<file path="src/rtl/ldd_sched_pkg.sv">
// Shared types and mode encodings for the ldd decode grant scheduler.
package ldd_sched_pkg;

    typedef enum logic [1:0] {
        ST_IDLE  = 2'd0,
        ST_GRANT = 2'd1,
        ST_COOL  = 2'd2
    } sched_state_t;

    localparam logic [2:0] MODE_FIXED = 3'b000;
    localparam logic [2:0] MODE_RR    = 3'b001;
    localparam logic [2:0] MODE_SHOT  = 3'b010;

    function automatic logic mode_legal(input logic [2:0] mode);
        return (mode == MODE_FIXED) || (mode == MODE_RR) || (mode == MODE_SHOT);
    endfunction

endpackage

</file>
<file path="src/rtl/ldd_prio_pick.sv">
// Rotating priority picker: first set bit of elig_i searching upward from start_i, wrapping.
module ldd_prio_pick #(
    parameter int N_REQ = 4
) (
    input  logic [N_REQ-1:0] elig_i,
    input  logic [1:0]       start_i,
    output logic             found_o,
    output logic [1:0]       idx_o
);

    // Scan from the far end back toward start_i so the candidate nearest start_i wins.
    always_comb begin
        logic [1:0] cand;
        found_o = 1'b0;
        idx_o   = 2'd0;
        cand    = 2'd0;
        for (int k = N_REQ - 1; k >= 0; k--) begin
            cand = start_i + 2'(k);
            if (elig_i[cand]) begin
                found_o = 1'b1;
                idx_o   = cand;
            end
        end
    end

endmodule

</file>
<file path="src/rtl/ldd_grant_sched.sv">
// Registered req/gnt scheduler for the shared ldd decode resource.
// state | meaning: IDLE arbitrate | GRANT owner holds resource | COOL one-cycle gap after hold expiry
module ldd_grant_sched
    import ldd_sched_pkg::*;
#(
    parameter int N_REQ    = 4,
    parameter int MAX_HOLD = 8,
    parameter int HOLD_W   = $clog2(MAX_HOLD + 1)
) (
    input  logic              clk_i,
    input  logic              rst_n_i,
    input  logic [2:0]        mode_i,
    input  logic              inhibit_i,
    input  logic [N_REQ-1:0]  req_i,
    output logic [N_REQ-1:0]  gnt_o,
    output logic [1:0]        gnt_idx_o,
    output logic              busy_o,
    output logic [HOLD_W-1:0] hold_cnt_o,
    output logic              expire_o
);

    localparam logic [N_REQ-1:0]  ONE_HOT0 = N_REQ'(1);
    localparam logic [HOLD_W-1:0] HOLD_MAX = HOLD_W'(MAX_HOLD);

    sched_state_t      state_q;
    logic [N_REQ-1:0]  gnt_q;
    logic [N_REQ-1:0]  mask_q;
    logic [1:0]        gnt_idx_q;
    logic [1:0]        rr_ptr_q;
    logic [HOLD_W-1:0] hold_cnt_q;
    logic              expire_q;
    logic [2:0]        cur_mode_q;

    logic [N_REQ-1:0]  elig_d;
    logic [1:0]        start_d;
    logic [1:0]        pick_idx_d;
    logic              pick_found_d;
    logic              grant_ok_d;

    // mask_q is only non-zero in the IDLE cycle that follows COOL.
    assign elig_d     = req_i & ~mask_q;
    assign start_d    = (mode_i == MODE_RR) ? rr_ptr_q : 2'd0;
    assign grant_ok_d = pick_found_d && !inhibit_i && mode_legal(mode_i);

    ldd_prio_pick #(
        .N_REQ (N_REQ)
    ) u_pick (
        .elig_i  (elig_d),
        .start_i (start_d),
        .found_o (pick_found_d),
        .idx_o   (pick_idx_d)
    );

    always_ff @(posedge clk_i) begin
        if (!rst_n_i) begin
            state_q    <= ST_IDLE;
            gnt_q      <= '0;
            mask_q     <= '0;
            gnt_idx_q  <= 2'd0;
            rr_ptr_q   <= 2'd0;
            hold_cnt_q <= '0;
            expire_q   <= 1'b0;
            cur_mode_q <= MODE_FIXED;
        end else begin
            case (state_q)
                ST_IDLE: begin
                    mask_q <= '0;
                    if (grant_ok_d) begin
                        state_q    <= ST_GRANT;
                        gnt_q      <= ONE_HOT0 << pick_idx_d;
                        gnt_idx_q  <= pick_idx_d;
                        hold_cnt_q <= HOLD_W'(1);
                        cur_mode_q <= mode_i;
                        if (mode_i == MODE_RR) begin
                            rr_ptr_q <= pick_idx_d + 2'd1;
                        end
                    end
                end
                ST_GRANT: begin
                    if (!req_i[gnt_idx_q] || (cur_mode_q == MODE_SHOT)) begin
                        state_q    <= ST_IDLE;
                        gnt_q      <= '0;
                        hold_cnt_q <= '0;
                    end else if (hold_cnt_q == HOLD_MAX) begin
                        state_q    <= ST_COOL;
                        gnt_q      <= '0;
                        hold_cnt_q <= '0;
                        expire_q   <= 1'b1;
                    end else begin
                        hold_cnt_q <= hold_cnt_q + HOLD_W'(1);
                    end
                end
                ST_COOL: begin
                    state_q  <= ST_IDLE;
                    expire_q <= 1'b0;
                    mask_q   <= ONE_HOT0 << gnt_idx_q;
                end
                default: begin
                    state_q    <= ST_IDLE;
                    gnt_q      <= '0;
                    mask_q     <= '0;
                    hold_cnt_q <= '0;
                    expire_q   <= 1'b0;
                end
            endcase
        end
    end

    assign gnt_o      = gnt_q;
    assign gnt_idx_o  = gnt_idx_q;
    assign busy_o     = (gnt_q != '0);
    assign hold_cnt_o = hold_cnt_q;
    assign expire_o   = expire_q;

endmodule

</file>
<file path="config.mk">
export PLATFORM = sky130hd
export DESIGN_NAME = ldd_grant_sched
export DESIGN_NICKNAME = d
export VERILOG_FILES = /design/src/rtl/ldd_sched_pkg.sv /design/src/rtl/ldd_prio_pick.sv /design/src/rtl/ldd_grant_sched.sv
export SDC_FILE = /design/constraint.sdc
export NUM_CORES = 1
export LEC_CHECK = 0
export ABC_AREA = 1
export ABC_CLOCK_PERIOD_IN_PS = 2400
export BUFFER_PORTS_ARGS = -buffer_cell sky130_fd_sc_hd__buf_4
export CAP_MARGIN = 10
export CORE_MARGIN = 2
export CORE_UTILIZATION = 55
export CTS_CLUSTER_DIAMETER = 40
export DETAILED_ROUTE_END_ITERATION = 7
export PLACE_DENSITY = 0.84
export SYNTH_ARGS = -nofsm -noshare
export SYNTH_HDL_FRONTEND = slang
export SYNTH_SLANG_ARGS = --single-unit
</file>
<file path="constraint.sdc">
create_clock -name clk_i -period 2.4 [get_ports clk_i]
set_input_delay 0.36 -clock clk_i [delete_from_list [all_inputs] [get_ports clk_i]]
set_output_delay 0.36 -clock clk_i [all_outputs]
set_load 0.02 [all_outputs]
</file>
==> results.sh <==
export IMPL_cp_start_kind="flip-flop"
export IMPL_htreeDepth=1
export IMPL_use_met3_pct=3.390
export IMPL_grt_setup_unrepaired="false"
export IMPL_min_path_type="in2reg"
export IMPL_r2r_slack_ps=400
export IMPL_critPathBufInv=2
export IMPL_hold_depth=3
export IMPL_port_buffers=21
export IMPL_cts_resized=0
export IMPL_syn_nets=210
export IMPL_max_freq_ghz=0.5012
export IMPL_holdBufCountCts=0
export IMPL_syn_inst=194
export IMPL_yosys_warnings=0
export IMPL_max_cap_violations=0
export IMPL_grt_pass1_wl_um=4940
export IMPL_synth_top_cell_by_area="dfxtp_1"
export IMPL_post_cts_buffers=0
export IMPL_die_area_sq_um=2801
export IMPL_io_pins=22
export IMPL_cts_root_buffer="clkbuf_4"
export IMPL_min_period_ps=1995
export IMPL_status="finished clean"
export IMPL_ant_nets=0
export IMPL_multiInputGateArea_sq_um=774.5
export IMPL_netlist_top_cells_count="nand2_1, nand3_1, inv_1"
export IMPL_timing_rr_end="rr_ptr_q[1]$_SDFFE_PN0P_"
export IMPL_clock_path_buffers=2
export IMPL_finalClockSkew_ps=5.429
export IMPL_finalHoldViolations=0
export IMPL_place_congestion=0.8378
export IMPL_nFillCells=203
export IMPL_slew_headroom_pct=66.73
export IMPL_worstPathArrival_ps=2170
export IMPL_grt_pass1_vias=1161
export IMPL_cts_tree="yes"
export IMPL_syn_cell_area_sq_um=1316
export IMPL_cp_depth=12
export IMPL_crit_end="rr_ptr_q[1]$_SDFFE_PN0P_"
export IMPL_wl_per_cell_um=11.98
export IMPL_grt_max_degree=14
export IMPL_vias=1304
export IMPL_slowest_delay_ps=430
export IMPL_crit_slowest_cell="dfxtp_1"
export IMPL_crit_start="rr_ptr_q[0]$_SDFFE_PN0P_"
export IMPL_timing_setup_tns_ps=0
export IMPL_antenna_cells=0
export IMPL_fp_dieW_um=52.92
export IMPL_rr_worst_depth=12
export IMPL_finalCritPeriodShare_pct=83.14
export IMPL_drtPass1Iterations=4
export IMPL_worstMarginPinSlew_ps=498.5
export IMPL_area_delta_synth_final_pct=15.78
export IMPL_overflow=0
export IMPL_yosysMostFrequentCell="nand2_1"
export IMPL_placed_area_sq_um=1501
export IMPL_use_met1_pct=29.86
export IMPL_avgSynthCellArea_sq_um=6.785
export IMPL_drt_iter0_drc=40
export IMPL_drive_above_1_share_pct=20.83
export IMPL_p_total_uw=686.5
export IMPL_power_leakage_uw=0.0007490
export IMPL_async_reset_ff_share_pct=0
export IMPL_grtUsageMet2_pct=41.67
export IMPL_fp_dieH_um=52.92
export IMPL_drv_slew=0
export IMPL_synth_flop_cell="dfxtp_1"
export IMPL_endpoint_kind="flip-flop"
export IMPL_p_per_area_nw_per_um2=450.5
export IMPL_initial_utilization_pct=58.94
export IMPL_std_cell_rows=17
export IMPL_ir_drop_mv=0.3757
export IMPL_r2r_start="rr_ptr_q[0]$_SDFFE_PN0P_"
export IMPL_core_sq_um=2233
export IMPL_routed_wl_um=2922
export IMPL_dp_hpwl_um=2364
export IMPL_grt_use_total_pct=23.99
export IMPL_crit_family="simple AND/OR/NAND/NOR gates"
export IMPL_synth_area_top_cells="dfxtp_1, nand2_1, nand3_1, inv_1, ha_1"
export IMPL_synth_distinct_cells=28
export IMPL_numCtsBuffers=3
export IMPL_cp_cell_sequence="nand4_2 > nand2_1 > nand2_2 > nor2_4 > inv_1 > nand2_1 > nand2_1 > nand2_1 > inv_1 > ha_1 > nand3_1 > a21oi_1"
export IMPL_viasPerCell=5.344
export IMPL_antenna_found_initial=0
export IMPL_path_class="reg2reg"
export IMPL_ys_seq_area_share_pct=33.46
export IMPL_clkLatencyLatePin_ps=300
export IMPL_drc=0
export IMPL_path_common_cell="nand2_1"
export IMPL_ff_latch_area_sq_um=440.4
export IMPL_cts_reportedPaths_clkPinSlew_ps=110
export IMPL_design_area_sq_um=1524
export IMPL_ys_ff_latch=22
export IMPL_busiest_layer="met2"
export IMPL_critPathMaxFanout=7
export IMPL_fin_nets=234
export IMPL_crit_required_ps=2580
export IMPL_finalSetupViolCount=0
export IMPL_synth_edf_count=0
export IMPL_clock_sinks=22
export IMPL_yosys_area_top_type_share_pct=33.46
-- layout by cell type (no fill, tap or decap) --
master and n:
nand3_4 1, a21oi_2 4, nor2_4 1, nand2_1 58, nand3_1 24, nand2_4 1, nand2_2 4, ha_1 6
nand4_1 3, dfxtp_1 22, a211oi_1 1, and2_1 1, xor2_1 2, or4_1 1, o21ai_0 2, inv_2 2
buf_4 21, o21ai_1 1, nand3b_1 1, inv_1 23, a211o_1 1, and3_1 1, nand3_2 2, nor2_1 14
nand4_2 1, a21oi_1 10, clkbuf_4 3, nor2_2 5
-- how the worst min path moves through the flow --
stage               slack (ps)                          to                  startpoint
finish                     290  cur_mode_q[1]$_SDFFE_PN0P_                   mode_i[1]
global route               300  cur_mode_q[1]$_SDFFE_PN0P_                   mode_i[1]
detailed placement         460      mask_q[1]$_SDFFE_PN0N_      mask_q[1]$_SDFFE_PN0N_
global placement           440  cur_mode_q[2]$_SDFFE_PN0P_  cur_mode_q[2]$_SDFFE_PN0P_
CTS                        280  cur_mode_q[1]$_SDFFE_PN0P_                   mode_i[1]
floorplan                  430  cur_mode_q[2]$_SDFFE_PN0P_  cur_mode_q[2]$_SDFFE_PN0P_
-- worst min-delay path, delay by kind of cell --
family / cells / cell delay (ps)
simple gates: 2 / 100
buf+inv: 1 / 100
-- area by class of cell --
class | count | share of cell area, %
tap | 28 | 2.299
multi-input combinational | 145 | 50.82
inverter | 25 | 6.158
clock buffer | 3 | 1.478
timing repair buffer | 21 | 10.34
sequential | 22 | 28.90
-- state kept, by name (all words and copies together) (netlist names) --
name        flops
gnt_o           4
hold_cnt_o      4
mask_q          4
cur_mode_q      3
gnt_idx_o       2
rr_ptr_q        2
state_q         2
expire_o        1
-- stage by stage --
stage,setup WS (ps),utilization [%],cells,hold WS (ps)
6_report,404.6,68.24,244,287.6
5_1_grt,177.9,68.24,244,299.9
3_3_place_gp,364.8,67.23,241,439.5
2_1_floorplan,596.0,-,194,430.3
3_5_place_dp,228.5,67.23,241,459.0
4_1_cts,394.6,68.24,244,284.8
-- cells by family (layout without fill, tap and decap cells) --
family / after synthesis / after routing / synth area share, %
fa+ha+maj: 6 / 6 / 5.703
simple gates: 118 / 118 / 42.97
compound gates: 19 / 19 / 8.840
buf+inv: 27 / 49 / 7.699
xor+xnor: 2 / 2 / 1.331
flops: 22 / 22 / 33.46
-- report_power, final --
group	internal, uW	switching, uW
Combinational	51.3	88.0
Sequential	375	9.82
Clock	58.5	104
-- metal layers --
layer | part of all wire, % | vias to the layer above
met5 | 0 | -
met4 | 1.4 | 0
met3 | 2.9 | 4
met2 | 52 | 26
met1 | 43 | 604
li1 | - | 670
Note: power is estimated with default switching activity, not from simulation.
